[config.mk]
export PLATFORM = sky130hd
export DESIGN_NAME = arith_share_arbiter
export DESIGN_NICKNAME = d
export VERILOG_FILES = /design/src/rtl/arith_share_arbiter.sv
export SDC_FILE = /design/constraint.sdc
export NUM_CORES = 1
export LEC_CHECK = 0
export BUFFER_PORTS_ARGS = -buffer_cell sky130_fd_sc_hd__buf_2
export CAP_MARGIN = 0
export CELL_PAD_IN_SITES_DETAIL_PLACEMENT = 1
export CELL_PAD_IN_SITES_GLOBAL_PLACEMENT = 1
export CORE_UTILIZATION = 43
export CTS_BUF_LIST = sky130_fd_sc_hd__clkbuf_16
export DETAILED_ROUTE_END_ITERATION = 12
export GPL_TIMING_DRIVEN = 0
export PLACE_DENSITY_LB_ADDON = 0.1
export SKIP_CTS_REPAIR_TIMING = 1
export SLEW_MARGIN = 20
export SYNTH_ARGS = -nofsm -noshare
export SYNTH_HDL_FRONTEND = slang
export SYNTH_SLANG_ARGS = --single-unit
[constraint.sdc]
create_clock -name i_clk -period 16.4 [get_ports i_clk]
set_input_delay 3.28 -clock i_clk [delete_from_list [all_inputs] [get_ports i_clk]]
set_output_delay 3.28 -clock i_clk [all_outputs]
set_load 0.005 [all_outputs]
[src/rtl/arith_share_arbiter.sv]
// Round-robin arbiter sharing one registered add/sub unit between two requesters.
// The result register holds result and flags until the owning port consumes them.
package arith_share_arbiter_pkg;
  typedef enum logic [1:0] {
    arithop_nop = 2'd0,
    arithop_add = 2'd1,
    arithop_sub = 2'd2,
    arithop_inc = 2'd3
  } rv32_arithop;
endpackage

module arith_share_arbiter
  import arith_share_arbiter_pkg::*;
#(
  parameter int          XLEN     = 32,
  parameter int unsigned INC_STEP = 4
) (
  input  logic                 i_clk,
  input  logic                 i_rst_n,
  input  logic [1:0]           i_req_valid,
  output logic [1:0]           o_req_ready,
  input  rv32_arithop [1:0]    i_req_op,
  input  logic [1:0][XLEN-1:0] i_req_a,
  input  logic [1:0][XLEN-1:0] i_req_b,
  output logic [1:0]           o_rsp_valid,
  input  logic [1:0]           i_rsp_ready,
  output logic [XLEN-1:0]      o_rsp_result,
  output logic                 o_rsp_zero,
  output logic                 o_rsp_lt,
  output logic                 o_rsp_ltu
);

  logic            full_q;
  logic            owner_q;
  logic            prio_q;
  logic [XLEN-1:0] result_q;
  logic            zero_q;
  logic            lt_q;
  logic            ltu_q;

  logic            grant_vld;
  logic            grant_id;
  logic            drain;
  logic            accept;

  rv32_arithop     sel_op;
  logic [XLEN-1:0] sel_a;
  logic [XLEN-1:0] sel_b;
  logic [XLEN-1:0] sum;
  logic [XLEN-1:0] inc_sum;
  logic [XLEN:0]   diff_ext;

  logic [XLEN-1:0] nxt_result;
  logic            nxt_zero;
  logic            nxt_lt;
  logic            nxt_ltu;

  always_comb begin
    grant_vld = |i_req_valid;
    grant_id  = 1'b0;
    case (i_req_valid)
      2'b01:   grant_id = 1'b0;
      2'b10:   grant_id = 1'b1;
      2'b11:   grant_id = prio_q;
      default: grant_id = 1'b0;
    endcase
  end

  // A draining owner frees the register in the same cycle, so a new op can load without a bubble.
  assign drain  = full_q & i_rsp_ready[owner_q];
  assign accept = grant_vld & (~full_q | drain);

  assign o_req_ready[0] = accept & ~grant_id;
  assign o_req_ready[1] = accept & grant_id;

  assign o_rsp_valid[0] = full_q & ~owner_q;
  assign o_rsp_valid[1] = full_q & owner_q;

  assign o_rsp_result = result_q;
  assign o_rsp_zero   = zero_q;
  assign o_rsp_lt     = lt_q;
  assign o_rsp_ltu    = ltu_q;

  assign sel_op   = i_req_op[grant_id];
  assign sel_a    = i_req_a[grant_id];
  assign sel_b    = i_req_b[grant_id];
  assign sum      = sel_a + sel_b;
  assign inc_sum  = sel_a + XLEN'(INC_STEP);
  assign diff_ext = {1'b0, sel_a} - {1'b0, sel_b};

  always_comb begin
    nxt_result = '0;
    nxt_zero   = 1'b1;
    nxt_lt     = 1'b0;
    nxt_ltu    = 1'b0;
    case (sel_op)
      arithop_add: begin
        nxt_result = sum;
        nxt_zero   = (sum == '0);
      end
      arithop_sub: begin
        nxt_result = diff_ext[XLEN-1:0];
        nxt_zero   = (sel_a == sel_b);
        nxt_ltu    = diff_ext[XLEN];
        // Differing signs decide directly; otherwise the difference cannot overflow.
        nxt_lt     = (sel_a[XLEN-1] ^ sel_b[XLEN-1]) ? sel_a[XLEN-1] : diff_ext[XLEN-1];
      end
      arithop_inc: begin
        nxt_result = inc_sum;
        nxt_zero   = (inc_sum == '0);
      end
      default: begin
        nxt_result = '0;
        nxt_zero   = 1'b1;
      end
    endcase
  end

  always_ff @(posedge i_clk or negedge i_rst_n) begin
    if (!i_rst_n) begin
      full_q   <= 1'b0;
      owner_q  <= 1'b0;
      prio_q   <= 1'b0;
      result_q <= '0;
      zero_q   <= 1'b0;
      lt_q     <= 1'b0;
      ltu_q    <= 1'b0;
    end else if (accept) begin
      full_q   <= 1'b1;
      owner_q  <= grant_id;
      prio_q   <= ~grant_id;
      result_q <= nxt_result;
      zero_q   <= nxt_zero;
      lt_q     <= nxt_lt;
      ltu_q    <= nxt_ltu;
    end else if (drain) begin
      full_q   <= 1'b0;
    end
  end

endmodule

# Word-level counts from Yosys, hierarchy flattened
# Cells that the tools add are included.
word_totals:
  regBits: 38
  output_inout_bits: 39
  elab_cells: 49
classes:
  n_addsub: 3
  magnitude_cmp: 2
  n_eq_ne: 6
  mux: 16
  bitwise: 11
  reduce_logical: 4
ops:
  columns: ["operator", "count"]
  rows:
  - ["32-bit 2-to-1 mux", 4]
  - ["32-bit one-hot mux with 3 select lines", 1]
  - ["32-bit zero test", 2]
  - ["32-bit by 32-bit subtractor with 33-bit output", 1]
  - ["32-bit by 3-bit adder with 32-bit output (second input constant)", 1]
  - ["32-bit adder", 1]
  - ["32-bit equality test", 1]
  - ["2-bit equality test (second input constant)", 4]
  - ["1-bit 2-to-1 mux", 7]
  - ["1-bit AND", 6]
  - ["1-bit by 2-bit less-than comparator with 1-bit output (second input constant)", 2]
  - ["2-bit 2-to-1 mux", 2]
  - ["1-bit NOT", 3]
  - ["1-bit one-hot mux with 3 select lines", 1]
  - ["2-bit by 1-bit equality test with 1-bit output (second input constant)", 1]
  - ["1-bit one-hot mux with 2 select lines", 1]
  - ["2-bit nonzero test", 1]
  - ["2-bit OR reduction", 1]
  - ["1-bit bitwise OR", 1]
  - ["1-bit XOR", 1]

# Longest topological paths before layout
# Gate-level depths: netlist of the first run.
logic_depth:
  word_depth: 7
  depth_mapped: 27
  mapped_depth_nobuf: 21

# Least setup slack after synthesis of the first run
# OpenSTA, ideal clock, no wires.
synth_path:
  kind: "input to register"
  from: "input i_req_valid[0]"
  to: "register result_q[31], in the netlist o_rsp_result[31]"
  setup_ns: 0.127
  t_arrival_ns: 8.226
  slack_ns: 8.047
  cell_stages: 25
  n_path_buf: 6
  path_cell_list: "nand2b_1 > buf_4 > nand2_4 > clkbuf_1 > buf_1 > buf_1 > clkbuf_1 > nand2_1 > nand2_1 > ha_1 > buf_2 > or4_4 > o221a_2 > a2111oi_2 > o41a_1 > o21ai_2 > o21a_1 > nor2_2 > nor2_1 > o41ai_2 > fa_1 > nand2_1 > o21ai_0 > a221oi_1 > nor2_1"
synth_via:
  elab_chain_len: 6
  elab_cells_between_ends: 18
  classes_between: "add/sub (3); eq/ne (5); mux (8); bitwise (1); reduce/logical (1)"
synth_lines:
  columns: ["element", "line", "source"]
  rows:
  - ["from (decl)", "20", "input logic [1:0] i_req_valid,"]
  - ["2-bit equality test", "61", "case (i_req_valid)"]
  - ["1-bit one-hot mux with 2 select lines", "61", null]
  - ["32-bit 2-to-1 mux (not written as such), or another cell as far along (2 in a row)", "85", "assign sel_a = i_req_a[grant_id];"]
  - ["32-bit by 3-bit adder with 32-bit output, or another cell as far along", "88", "assign inc_sum = sel_a + XLEN'(INC_STEP);"]
  - ["32-bit one-hot mux with 3 select lines", "96", "case (sel_op)"]
  - ["to (signal assigned)", "132", "result_q <= nxt_result;"]
  - ["to (decl)", "36", "logic [XLEN-1:0] result_q;"]
# Several ways; a longest one is shown, not always the timed one. The select of a mux whose other input is x is not followed.
# A chain may end at the register's enable or synchronous reset.

# Worst setup path after layout of the first run
# Same ends and word-level chain as after synthesis.

==> out/summary.txt, run 1 <==
Largest net degree at the start of global routing = 39
Die H = 136.1 µm
Share of cells above drive strength 1 = 18.61%
Vias in the first global route = 9679
Synth warn = 0
Overall routing resource usage = 38.38%
Area after DPL = 8892 µm²
Overall power = 0.9693 mW
Gr busiest metal = met2
Commonest non-fill, non-tap cell in the layout = nand2_1
# DRC = 0
Fin util = 52.22%
Worst slew pin tran = 0.9612 ns
Final Hold Viols = 0
Hold Path Class = register to register
Worst Path Arrival = 10.75 ns
Syn_area_per_cell = 6.763 µm²
R2R Setup Slk = 8.45 ns
CP endpoint kind = register
Global-route wire length before repair = 54220 µm
Die Area = 18520 µm²
Final period util = 64.52%
RePlAce Congestion = 0.9580
Max_slew headroom = 35.62%
Number of clock sinks = 38
Synth cell types = 91
Most numerous cell on the critical path = nand2_1
H-tree depth = 2
Area growth syn-to-layout = 17.66%
Most frequent cells in the layout = 194 x nand2_1, 189 x buf_2, 115 x nor2_1
RSZ-0062 raised after global routing = false
Reg2Reg Depth = 25
Clock Latency Late Sink = 0.29 ns
Hold slack = 0.4943 ns
Num rows = 48
Worst slack, placed = 5.629 ns
Asr flop ratio synth = 100.0%
Final worst slack = 5.819 ns
Synth Flop Type = dfrtp_1
Post-Syn Instances = 1143
Sequential area share after synthesis = 12.30%
Final setup TNS = 0 ns
Detailed Place HPWL = 28960 µm
Max Clk Rate = 0.09450 GHz
GRT overflow = 0
Skew final = 0.006377 ns
Initial Utilization = 44.38%
Clock transition at path regs = 0.06 ns
Final Instance Area = 9095 µm²
Clk buf depth = 2
Vias per inst = 6.339
Crit-path max FO = 10
Slowest stage delay, CP = 0.77 ns
Slowest stage cell, crit path = buf_1
Final Net Count = 1531
Slew Limit Fails = 0
Worst setup path class = primary input to register
Hold Path Stages = 2
# IOs = 177
Max_cap viols = 0
Finish-stage setup viols = 0
DRT antenna net count = 0
IO buf count = 176
Routing usage on met3 = 8.538%
Status = completed
TritonRoute pass-1 iters = 5
P per Cell Area = 106.6 nW/µm²
Initial antenna violation count = 1
Vias = 9838
Data required, critical path = 16.56 ns
CTS tree = built
Pleak = 4.229 nW
Worst VDD drop = 0.1041 mV
N_diodes = 0
Syn nets = 1348
Num CTS Buffers = 5
CTS root buf = clkbuf_16
Die extent in x = 136.1 µm
Mapped cell area = 7730 µm²
Placed cell count = 1544
Initial DRC Count = 803
Final cell count without fillers = 1552
Global Route met2 Usage = 60.38%
Min cycle time layout = 10.58 ns
Core box area = 17420 µm²
Crit start category = primary input
M1 GR Usage = 52.18%
EDFF count, synth = 0
DR WL/cell = 22.77 µm
Drt total wl = 35340 µm
Synth Register Bits = 38
[sequential cells by signal, summed over array words and instances, names as in the netlist]
| name | count |
|---|---|
| o_rsp_lt | 1 |
| o_rsp_result | 32 |
| o_rsp_ltu | 1 |
| o_rsp_zero | 1 |
| owner_q | 1 |
| full_q | 1 |
| prio_q | 1 |
[critical path, delay by kind of cell]
kind | cells | cell delay [ns]
buffers and inverters | 6 | 2.79
AND/OR/NAND/NOR | 9 | 1.50
adder cells (fa/ha/maj) | 2 | 0.83
AO/OA/AOI/OAI | 9 | 2.31
[synthesized netlist by cell type (5+ instances only)]
cell type  count  area share (%)
xor2_1        16             1.8
buf_1          5            0.24
nor4_1        23             1.9
ha_1          64              10
o21bai_1      15             1.5
nand2b_1       5            0.40
o31ai_1       12             1.2
or3_1         10            0.81
a21o_1        15             1.5
inv_1         74             3.6
a31oi_1       21             1.7
a21oi_1       84             5.4
a2111oi_0      5            0.57
nand4_1       14             1.1
and3_1        10            0.81
a221o_1       10             1.3
and2_1         5            0.40
o21ai_0       44             2.8
nor2b_1        9            0.73
o31a_1         6            0.68
nor2_1       115             5.6
nand3_1       26             1.7
xnor2_1       39             4.4
mux2_2         6            0.87
o21ai_1       16             1.0
mux2i_1       26             3.4
clkbuf_1      44             2.1
o211ai_1      10            0.97
o221ai_1       9             1.0
dfrtp_1       38              12
buf_2         13            0.84
nand2_1      194             9.4
o21a_1         7            0.68
a211oi_1      13             1.3
nor3_1        27             1.7
o22ai_1        9            0.73
a221oi_1      14             1.6
[cell families (layout without fill, tap and decap cells)]
kind of cell,count (synthesis),count (layout),share of synthesized area (%)
XOR/XNOR,55,55,6.232
buffers and inverters,145,329,7.446
adder cells (fa/ha/maj),67,67,11.14
flip-flops,38,38,12.30
AND/OR/NAND/NOR,466,466,27.97
multiplexers,34,34,4.564
AO/OA/AOI/OAI,338,338,30.35
[metal layers]
metal / up-vias / share of wire, %
met5: - / 0
li1: 4485 / -
met1: 4744 / 44
met4: 0 / 2.6
met2: 528 / 43
met3: 81 / 10
[layout make-up]
class	instances	area (µm²)
Fill cell	2410	8322
Multi-Input combinational cell	960	6212
Sequential cell	38	950.9
Timing Repair Buffer	176	880.8
Inverter	79	296.5
Tap cell	225	281.5
Buffer	66	279.0
Clock buffer	5	125.1
Clock inverter	3	68.82
[power breakdown]
part           switching [mW]  internal, mW
combinational           0.439         0.245
sequential             0.0255         0.131
clock                  0.0405        0.0874
[final timing paths]
kind,to,from
setup / recovery,o_rsp_result[31],i_req_valid[0]
hold / removal,o_rsp_result[9],o_rsp_result[9]
setup reg to reg,o_rsp_result[31],prio_q
hold reg to reg,o_rsp_result[9],o_rsp_result[9]
max in group asynchronous,o_rsp_result[22],i_rst_n
min in group asynchronous,o_rsp_result[5],i_rst_n
No activity file was read; power rests on OpenSTA's default activity.
==> run 2, diff against run 1 <==
- CORE_UTILIZATION: 43 -> 40
- clock period: 16.4 -> 9.76 ns (I/O delays scaled with it)
==> run 2 against run 1 <==
Against the previous run:
- register-to-register slack worse by 6.8 ns
- critical endpoint unchanged
- die area grew 7.4%
- sequential share of layout area barely moved
- sequential power up 68%
==> out/summary.txt, run 2 (same netlist as run 1, synthesis figures left out) <==
Die H = 141.0 µm (was 136.1 µm)
Slew Limit Fails = 0 (unchanged)
Vias = 9645 (was 9838)
Num rows = 50 (was 48)
Final setup TNS = 0 ns (unchanged)
Initial Utilization = 41.05% (was 44.38%)
TritonRoute pass-1 iters = 5 (unchanged)
Final cell count without fillers = 1586 (was 1552)
Clk buf depth = 2 (unchanged)
Worst Path Arrival = 9.57 ns (was 10.75 ns)
# DRC = 0 (unchanged)
Worst hold start = o_rsp_lt (was o_rsp_result[9])
Worst slew pin tran = 1.007 ns (was 0.9612 ns)
Hold slack = 0.4709 ns (was 0.4943 ns)
Overall routing resource usage = 36.08% (was 38.38%)
R2R Setup Slk = 1.66 ns (was 8.45 ns)
Final period util = 96.41%
RePlAce Congestion = 0.9488 (was 0.9580)
Final Hold Viols = 0 (unchanged)
Worst setup path class = primary input to register (unchanged)
Hold Path Class = register to register (unchanged)
Initial DRC Count = 642 (was 803)
Status = completed (unchanged)
Hold Path Stages = 2 (unchanged)
RSZ-0062 raised after global routing = false (unchanged)
Area after DPL = 8941 µm² (was 8892 µm²)
DRT antenna net count = 0 (unchanged)
Final worst slack = 0.3504 ns (was 5.819 ns)
Finish-stage setup viols = 0 (unchanged)
Crit-path max FO = 10 (unchanged)
Core box area = 18830 µm² (was 17420 µm²)
DR WL/cell = 22.60 µm (was 22.77 µm)
Number of clock sinks = 38 (unchanged)
N_diodes = 0 (unchanged)
Overall power = 1.595 mW (was 0.9693 mW)
Max reg flops = 32 (unchanged)
Largest net degree at the start of global routing = 39 (unchanged)
CTS tree = built (unchanged)
Worst R2R Start = prio_q (unchanged)
Final Instance Area = 9104 µm² (was 9095 µm²)
Commonest non-fill, non-tap cell in the layout = nand2_1 (unchanged)
Skew final = 0.003126 ns (was 0.006377 ns)
Worst R2R End = o_rsp_result[31] (unchanged)
# IOs = 177 (unchanged)
Data required, critical path = 9.92 ns (was 16.56 ns)
Area growth syn-to-layout = 17.77% (was 17.66%)
Max_cap viols = 0 (unchanged)
CTS root buf = clkbuf_16 (unchanged)
Global-route wire length before repair = 54740 µm (was 54220 µm)
Initial antenna violation count = 1 (unchanged)
Fin util = 48.35% (was 52.22%)
Clock transition at path regs = 0.05 ns (was 0.06 ns)
Drt total wl = 35850 µm (was 35340 µm)
Num CTS Buffers = 5 (unchanged)
Reg2Reg Depth = 25 (unchanged)
Hold Path Sink = o_rsp_lt (was o_rsp_result[9])
Placed cell count = 1579 (was 1544)
P per Cell Area = 175.2 nW/µm² (was 106.6 nW/µm²)
Final Net Count = 1531 (unchanged)
H-tree depth = 2 (unchanged)
Min cycle time layout = 9.410 ns
Worst VDD drop = 0.07122 mV (was 0.1041 mV)
Crit start category = primary input (unchanged)
Max_slew headroom = 32.55% (was 35.62%)
Share of cells above drive strength 1 = 18.48% (was 18.61%)
Max Clk Rate = 0.1063 GHz
Worst slack, placed = 0.2302 ns (was 5.629 ns)
CP endpoint kind = register (unchanged)
Vias per inst = 6.081 (was 6.339)
Pleak = 4.213 nW (was 4.229 nW)
Detailed Place HPWL = 30160 µm (was 28960 µm)
Vias in the first global route = 9518 (was 9679)
Clock Latency Late Sink = 0.28 ns (was 0.29 ns)
Die Area = 19890 µm² (was 18520 µm²)
GRT overflow = 0 (unchanged)
IO buf count = 176 (unchanged)
Most frequent cells in the layout = 194 x nand2_1, 189 x buf_2, 115 x nor2_1 (unchanged)
Die extent in x = 141.0 µm (was 136.1 µm)
-- run 2: cell types whose count changed in the layout (fill, tap and decap cells not counted) --
cell,change
clkinv_1,+1
clkinv_4,-1
bufinv_16,-1
-- run 2: worst max path at each step --
stage,cells after the start,endpoint,from,slack [ns]
6_report,26,o_rsp_result[31],i_req_valid[0],0.35
5_1_grt,26,o_rsp_result[31],i_req_valid[0],0.09
4_1_cts,26,o_rsp_result[31],i_req_valid[0],0.51
3_5_place_dp,26,o_rsp_result[31],i_req_valid[0],0.23
3_3_place_gp,26,o_rsp_result[31],i_req_valid[0],0.29
2_1_floorplan,25,o_rsp_result[31],i_req_valid[0],2.73
-- run 2: cell type report --
cell class | count | area, µm²
Clock buffer | 5 | 125.1
Multi-Input combinational cell | 960 | 6212
Fill cell | 2555 | 9727
Inverter | 79 | 296.5
Buffer | 66 | 279.0
Clock inverter | 2 | 33.78
Timing Repair Buffer | 176 | 880.8
Tap cell | 260 | 325.3
Sequential cell | 38 | 950.9
-- run 2: where the power goes --
group / leakage (nW) / switching [mW] / internal, mW / total (mW)
Clock: 0.0773 / 0.0625 / 0.118 / 0.181
Combinational: 3.68 / 0.738 / 0.413 / 1.15
Sequential: 0.454 / 0.0431 / 0.220 / 0.264
Total: 4.21 / 0.844 / 0.751 / 1.60
-- run 2: worst max-delay path, stage by stage --
cell and delay, ns:
buf_2 0.12, nand2b_1 0.15, buf_4 0.24, nand2_4 0.14, clkbuf_1 0.42, buf_1 0.78
buf_1 0.71, clkbuf_1 0.60, nand2_1 0.11, nand2_1 0.30, ha_1 0.34, o21ba_2 0.22
nor4_1 0.45, o21ai_1 0.26, a2111oi_2 0.54, o41a_1 0.26, o21ai_2 0.13, o21a_1 0.26
nor2_2 0.15, nor2_1 0.07, o41ai_2 0.28, fa_1 0.49, nand2_1 0.07, o21ai_0 0.11
a221oi_1 0.30, nor2_1 0.08
-- run 2: metal layers --
metal  global-route usage, %  wire, µm  vias to the layer above
met4                   9.897       780                        2
met3                   5.910      2806                       54
met5                       0        13                        -
met1                   51.12     16750                     4689
li1                        -         -                     4492
met2                   56.22     15500                      408
